### src/rtl/bus_destination_bank.sv
// Receiving end of the internal data bus: a bank of destination registers with load flags, a load counter and error tracking.
// Optional macro DEST_READBACK_EN adds a combinational readback port (readSelect -> readData).
module bus_destination_bank #(
  parameter int DEST_COUNT = 4,
  parameter int WIDTH      = 8,
  parameter int INDEX_SIZE = (DEST_COUNT > 1) ? $clog2(DEST_COUNT) : 1
) (
  input  logic                        clk,
  input  logic                        nrst,
  input  logic [WIDTH-1:0]            busValue,
  input  logic                        loadValid,
  input  logic [DEST_COUNT-1:0]       loadSelect,
  input  logic                        clearFlags,
  output logic [WIDTH*DEST_COUNT-1:0] destOutputs,
  output logic [DEST_COUNT-1:0]       loadedFlags,
  output logic [7:0]                  loadCount,
  output logic [INDEX_SIZE-1:0]       lastIndex,
  output logic                        multiLoad,
  output logic                        errorFlag
`ifdef DEST_READBACK_EN
  ,
  input  logic [DEST_COUNT-1:0]       readSelect,
  output logic [WIDTH-1:0]            readData
`endif
);

  logic [DEST_COUNT-1:0][WIDTH-1:0] dest_q;
  logic                             accept;
  logic                             err_strobe;
  logic [INDEX_SIZE-1:0]            low_idx;
  logic                             is_broadcast;
  logic [DEST_COUNT-1:0]            flags_base;
  logic [7:0]                       count_base;
  logic                             err_base;

  assign accept       = loadValid && (loadSelect != '0);
  assign err_strobe   = loadValid && (loadSelect == '0);
  // Clearing x & (x-1) drops the lowest set bit; anything left means two or more targets.
  assign is_broadcast = (loadSelect & (loadSelect - 1'b1)) != '0;

  // A same-cycle clear acts first, so the load/error event is layered on zeroed state.
  assign flags_base = clearFlags ? '0    : loadedFlags;
  assign count_base = clearFlags ? 8'd0  : loadCount;
  assign err_base   = clearFlags ? 1'b0  : errorFlag;

  // NOTE: every variable written in always_comb gets a default first, otherwise a latch is inferred.
  always_comb begin
    low_idx = '0;
    for (int i = DEST_COUNT - 1; i >= 0; i--) begin
      if (loadSelect[i]) low_idx = INDEX_SIZE'(i);
    end
  end

  // NOTE: the register bank is reset with everything else because its outputs must read zero immediately after reset.
  always_ff @(posedge clk or negedge nrst) begin
    if (!nrst) begin
      dest_q      <= '0;
      loadedFlags <= '0;
      loadCount   <= 8'd0;
      lastIndex   <= '0;
      multiLoad   <= 1'b0;
      errorFlag   <= 1'b0;
    end else begin
      // NOTE: sequential state uses non-blocking assignments so every register samples pre-edge values.
      errorFlag <= err_base | err_strobe;
      if (accept) begin
        for (int i = 0; i < DEST_COUNT; i++) begin
          if (loadSelect[i]) dest_q[i] <= busValue;
        end
        loadedFlags <= flags_base | loadSelect;
        loadCount   <= (count_base == 8'hFF) ? 8'hFF : count_base + 8'd1;
        lastIndex   <= low_idx;
        multiLoad   <= is_broadcast;
      end else begin
        loadedFlags <= flags_base;
        loadCount   <= count_base;
      end
    end
  end

  assign destOutputs = dest_q;

`ifdef DEST_READBACK_EN
  // Lowest selected register wins; no selection falls back to register 0.
  always_comb begin
    readData = dest_q[0];
    for (int i = DEST_COUNT - 1; i >= 0; i--) begin
      if (readSelect[i]) readData = dest_q[i];
    end
  end
`endif

endmodule

### config.mk
export PLATFORM = sky130hd
export DESIGN_NAME = bus_destination_bank
export DESIGN_NICKNAME = d
export VERILOG_FILES = /design/src/rtl/bus_destination_bank.sv
export SDC_FILE = /design/constraint.sdc
export NUM_CORES = 1
export LEC_CHECK = 0
export BUFFER_PORTS_ARGS = -buffer_cell sky130_fd_sc_hd__buf_2
export CORE_MARGIN = 2
export CORE_UTILIZATION = 25
export CTS_BUF_LIST = sky130_fd_sc_hd__clkbuf_2
export DETAILED_ROUTE_END_ITERATION = 6
export PLACE_DENSITY = 0.44
export SYNTH_ARGS = -nofsm -noshare
export SYNTH_HDL_FRONTEND = slang
export SYNTH_SLANG_ARGS = --single-unit
### constraint.sdc
create_clock -name clk -period 1.6 [get_ports clk]
set_input_delay 0 -clock clk [delete_from_list [all_inputs] [get_ports clk]]
set_output_delay 0 -clock clk [all_outputs]
set_load 0.01 [all_outputs]
==> results of run 1 <==
## through the flow
step	total power [mW]	worst slack (ns)	area [um2]	hold slack, ns	instances
floorplan	1.71	0.295	2010	-0.296	153
global placement	1.97	0.282	2440	-0.0469	314
detailed placement	1.97	0.273	2440	-0.0545	314
CTS	2.81	0.204	2680	0.00253	336
global route	2.90	0.107	2680	0.0217	336
finish	2.75	0.166	2680	0.0163	336
## where the power goes
part | total (mW) | leakage, nW | switching, mW | internal, mW
clock | 0.791 | 0.0490 | 0.379 | 0.412
sequential | 1.43 | 0.581 | 0.0747 | 1.36
combinational | 0.530 | 0.608 | 0.266 | 0.265
total | 2.75 | 1.24 | 0.719 | 2.03
## what timing repair did
| item | in CTS | in global routing |
|---|---|---|
| gates resized for setup | 0 | 0 |
| hold buffers | 15 | 0 |
| endpoints found under the hold margin | 93 | 0 |
| endpoints found under the setup margin | 0 | 0 |
## cells by family (layout without fill, tap and decap cells)
kind of cell           Yosys count  in the layout  share of synthesized area [%]
AO/OA/AOI/OAI                   32             32                           11.2
flip-flops                      48             48                           59.9
AND/OR/NAND/NOR                 24             24                           6.36
multiplexers                    33             33                           18.5
buffers and inverters           15             96                           3.62
XOR/XNOR                         1              1                          0.437
## path summary, 6_finish.rpt
check                                              start                           to  slack (ns)  depth (start not counted)
max in group asynchronous                           nrst     lastIndex[1]$_DFFE_PN0P_        1.10                          3
worst max register to register    loadCount[0]$_DFF_PN0_       loadCount[4]$_DFF_PN0_        0.31                          3
worst max-delay path                       loadSelect[1]       loadCount[5]$_DFF_PN0_        0.17                          5
min in group clk                             busValue[7]  destOutputs[31]$_DFFE_PN0P_        0.37                          3
worst min-delay path                                nrst       loadCount[5]$_DFF_PN0_        0.02                          2
worst min register to register  lastIndex[1]$_DFFE_PN0P_     lastIndex[1]$_DFFE_PN0P_        0.52                          1
## area by class of cell
class / count / area, um2 / share of cell area (%)
clock buffer: 5 / 25.0 / 0.934
multi-input combinational: 90 / 732 / 27.3
tap: 102 / 128 / 4.76
timing repair buffer: 82 / 508 / 19.0
sequential: 48 / 1200 / 44.8
clock inverter: 2 / 60.1 / 2.24
inverter: 7 / 26.3 / 0.980
## placed cells by master (no fill, tap or decap), types with 4 or more instances in the layout
master,count
mux2_2,33
a21oi_1,6
clkbuf_2,5
a211oi_1,4
nand2_1,8
buf_2,63
dlygate4sd3_1,15
dfrtp_1,48
o21ai_0,9
inv_1,7
## critical path: stages
cell           delay (ns)
dlygate4sd3_1        0.53
buf_2                0.16
o41a_1               0.56
nand4_1              0.17
mux2_2               0.33
## state kept, by name, summed over array words and instances (netlist names)
signal / count
destOutputs: 32
loadCount: 8
loadedFlags: 4
lastIndex: 2
errorFlag: 1
multiLoad: 1
## cells in the mapped netlist
cell      instances  share of area [%]
nand4_1           1               0.31
mux2_2           33                 19
buf_2             1               0.25
o21ai_0           9                2.2
nor4_1            2               0.62
a31oi_1           3               0.94
o41a_1            1               0.56
nand2_1           8                1.5
nor2b_1           2               0.62
buf_6             2                1.1
and3_1            3               0.94
a311oi_2          1               0.75
xor2_1            1               0.44
and3b_1           1               0.44
dfrtp_1          48                 60
o41ai_1           1               0.44
o21a_1            2               0.75
and3_4            1               0.56
nor2_1            3               0.56
or3_1             1               0.31
clkbuf_1          5               0.94
a211oi_1          4                1.5
o2111a_1          1               0.56
a41oi_1           2               0.87
nand3_1           2               0.50
a311oi_1          1               0.44
inv_1             7                1.3
a211oi_2          1               0.62
a21oi_1           6                1.5
## per-layer routing
layer	track usage [%]	vias to the layer above
li1	-	717
met1	14.6	711
met2	16.8	49
met3	4.19	5
met4	3.26	0
met5	0	-
==> impl_metrics.yaml, run 1 <==
power_and_ir_drop:
  p_per_area_nw_per_um2: 1030
  p_leak_nw: 1.24
  peakVddDrop_uv: 431
logic_synthesis:
  synth.distinct_cells: 29
  syn-num-nets: 169
  number_of_instances_in_the_synthesized_netlist: 153
  ys_seq_elements: 48
  yosysSeqAreaShare_pct: 59.9
  yosysWarnings: 0
  synth.avg_cell_area_um2: 13.1
  synth_area_um2: 2010
finish:
  layout.filler_cells: 802
  syn_to_final_growth_pct: 33.6
  antenna-diode-count: 0
  num-nets-final: 250
  finalCoreUtilization_pct: 34.5
  drive_above_1_share_pct: 47.0
run:
  cap_violations: 0
timing:
  grt_setup_unrepaired: "false"
  slew_headroom_pct: 63.9
  timing.clock.skew_ns: 0.0168
  setup_viol: 0
  final-max-slew-violation-count: 0
  period_minus_slack_ns: 1.43
  worst_slew_pin_slew_ns: 0.535
  timing.final.hold_violations: 0
  setup_tns_ns: 0
  fin_crit_sh_pct: 89.6
  maximum_clock_frequency_mhz: 697
placement:
  place_congestion: 0.728
  hpwl_um: 3250
  buffer_ports.inserted: 63
setup_path:
  timing.critical_path.to_type: "flip-flop"
  critical_path_class: "primary input to flip-flop"
  crit_required_ns: 1.92
  worst_ep_arrival_time_ns: 1.76
  path_max_fanout: 10
  worstSetupStartpointType: "primary input"
route:
  drt_wl_total_um: 4680
  drt_iter0_markers: 18
  vias: 1482
  met1_routed_wirelength_after_detailed_routing_um: 2150
  drc_violations_left: 0
  route.met2.wl_um: 2080
  top_layer: "met4"
  route.detailed.vias_per_inst: 4.41
  route.detailed.wl_per_inst_um: 13.9
  total_iterations_of_the_first_detailed_routing_run: 4
  final_antenna_net_count: 0
  met3_wirelength_um: 409
clock_network:
  clock_tree.htree_level_count: 2
  cts_post_setup_buffers_inserted: 0
  cts_sinks: 48
  tritoncts: "yes"
  cts_made_buffers: 5
  clkTransAtPathRegs_ns: 0.23
  cts-root-buf: "clkbuf_2"
  clock_path_buffers: 2
  clk-insertion-delay-late_ns: 0.40
floorplan:
  floorplan.die.width_um: 93.6
  die_area_um2: 8760
  dieHeight_um: 93.6
  initial_core_util_pct: 25.8
  row_count: 32
  top_level_ports: 64
  core_area_um2: 7770
global_routing:
  global_route_wire_length_before_repair_um: 7450
  grt_pass1_vias: 1439
  grtUsageTotal_pct: 11.1
  global_route.overflow_total: 0
  antenna_found_initial: 0
  maximum_number_of_pins_on_one_net_before_global_route_repair: 24
run_status:
  status: "finished, final reports clean"
worst_hold_path:
  min_path_type: "primary input to async pin"
No activity file was read; power rests on OpenSTA's default activity.
==> inputs of run 2 (changes only) <==
--- a/config.mk
+++ b/config.mk
@@ -10,7 +10,6 @@
 export CORE_UTILIZATION = 25
 export CTS_BUF_LIST = sky130_fd_sc_hd__clkbuf_2
 export DETAILED_ROUTE_END_ITERATION = 6
-export PLACE_DENSITY = 0.44
 export SYNTH_ARGS = -nofsm -noshare
 export SYNTH_HDL_FRONTEND = slang
 export SYNTH_SLANG_ARGS = --single-unit
==> run 2 against run 1 <==
  * Critical path depth unchanged
  * Highest routed layer unchanged
  * Cell area shrank 0.65%
  * First-iteration DRC count rose by 130%
  * Maximum frequency grew 1.4%
  * Global-route usage grew 0.10 points
  * Die area is the same
  * Register-to-register slack better by 0.03 ns
  * Cell count grew 0.30%
  * Clock power is 16% lower
  * Non-clock buffer count is the same
  * Largest power group unchanged
  * Sequential power is essentially flat
  * Critical endpoint unchanged
  * Via count is 1.6% higher
==> impl_metrics.yaml, run 2 (synthesis gave the netlist of run 1 again) <==
setup_path:
  worstSetupStartpointType: "primary input"
  path_max_fanout: 10
  worst_ep_arrival_time_ns: 1.75
  timing.critical_path.to_type: "flip-flop"
  critical_path_class: "primary input to flip-flop"
  timing.critical_path.cells: "dlygate4sd3_1 > buf_2 > o41a_1 > nand4_1 > mux2_2"
  slowest_stage: "o41a_1"
  reg2reg_slack_ns: 0.34
  maximum_single_stage_delay_on_the_critical_path_ns: 0.56
  crit_required_ns: 1.93
global_routing:
  grtUsageTotal_pct: 11.2
  antenna_found_initial: 0
  global_route.overflow_total: 0
  grt_pass1_vias: 1491
  maximum_number_of_pins_on_one_net_before_global_route_repair: 28
  global_route_wire_length_before_repair_um: 7570
floorplan:
  row_count: 32
  core_area_um2: 7770
  dieHeight_um: 93.6
  initial_core_util_pct: 25.8
  die_area_um2: 8760
  floorplan.die.width_um: 93.6
  top_level_ports: 64
route:
  vias: 1506
  final_antenna_net_count: 0
  drc_violations_left: 0
  route.detailed.vias_per_inst: 4.47
  drt_iter0_markers: 41
  total_iterations_of_the_first_detailed_routing_run: 4
  drt_wl_total_um: 4800
  route.detailed.wl_per_inst_um: 14.3
clock_network:
  clkTransAtPathRegs_ns: 0.24
  clk-insertion-delay-late_ns: 0.40
  cts_sinks: 48
  cts-root-buf: "clkbuf_2"
  postCtsResizedCells: 0
  clock_path_buffers: 2
  cts_made_buffers: 5
  tritoncts: "yes"
  cts_post_setup_buffers_inserted: 0
  clock_tree.htree_level_count: 2
  cts.hold.buffers_added: 15
placement:
  hpwl_um: 3240
  buffer_ports.inserted: 63
  place_congestion: 0.714
  dpl_worst_slack_ns: 0.281
timing:
  timing.clock.skew_ns: 0.00789
  timing.final.hold_violations: 0
  fin_crit_sh_pct: 88.4
  maximum_clock_frequency_mhz: 707
  worst_slew_pin_slew_ns: 0.637
  setup_tns_ns: 0
  grt_setup_unrepaired: "false"
  setup_viol: 0
  slew_headroom_pct: 57.0
  final-max-slew-violation-count: 0
  period_minus_slack_ns: 1.41
  setup_ws_ns: 0.186
run:
  cap_violations: 0
power_and_ir_drop:
  peakVddDrop_uv: 419
  p_per_area_nw_per_um2: 986
  p_leak_nw: 1.23
finish:
  syn_to_final_growth_pct: 32.8
  drive_above_1_share_pct: 46.8
  antenna-diode-count: 0
  largest_register_ffs: 32
  num-nets-final: 250
  commonest_cells_after_routing_fill_and_taps_aside: "buf_2, dfrtp_1, mux2_2"
  final_common_cell: "buf_2"
worst_hold_path:
  min_path_type: "primary input to async pin"
run_status:
  status: "finished, final reports clean"
[run 2: layer usage]
| layer | wire, um | track usage (%) |
|---|---|---|
| met1 | 2260 | 14.6 |
| met2 | 2220 | 18.2 |
| met3 | 315 | 3.38 |
| met4 | 8 | 2.54 |
| met5 | 0 | 0 |
[run 2: stage by stage]
stage | utilization (%) | hold slack [ns] | std cells | power [mW] | cell area [um2]
finish | 34.3 | 0.0540 | 337 | 2.63 | 2660
global route | 34.3 | 0.0488 | 337 | 2.78 | 2660
CTS | 34.3 | 0.0528 | 337 | 2.68 | 2660
detailed placement | 31.5 | 0.0226 | 314 | 1.97 | 2440
global placement | 31.5 | 0.00968 | 314 | 1.95 | 2440
floorplan | - | -0.296 | 153 | 1.71 | 2010
[run 2: power breakdown]
part	switching (mW)	internal, mW
sequential	0.0772	1.36
combinational	0.264	0.264
clock	0.401	0.263
total	0.742	1.88
[run 2: critical path: cells and delay by family]
| kind | cells | cell delay, ns |
|---|---|---|
| AOI/OAI and AO/OA | 1 | 0.56 |
| muxes | 1 | 0.33 |
| and+or+nand+nor | 1 | 0.16 |
| buffers and inverters | 2 | 0.69 |
[run 2: layout make-up]
type                    instances  area, um2
fillers                       806       5100
flip-flops and latches         48       1200
multi-input cells              90        732
repair buffers                 82        508
well taps                     102        128
clock inverters                 3       42.5
inverters                       7       26.3
clock buffers                   5       25.0
[run 2: path summary, 6_finish.rpt]
path / from / end / cells past startpoint
hold / removal: nrst / loadCount[3]$_DFF_PN0_ / 2
max in group asynchronous: nrst / destOutputs[8]$_DFFE_PN0P_ / 3
setup reg to reg: loadCount[4]$_DFF_PN0_ / loadCount[6]$_DFF_PN0_ / 3
min in group clk: busValue[6] / destOutputs[14]$_DFFE_PN0P_ / 3
hold reg to reg: errorFlag$_DFF_PN0_ / errorFlag$_DFF_PN0_ / 2
setup / recovery: loadSelect[1] / loadCount[5]$_DFF_PN0_ / 5
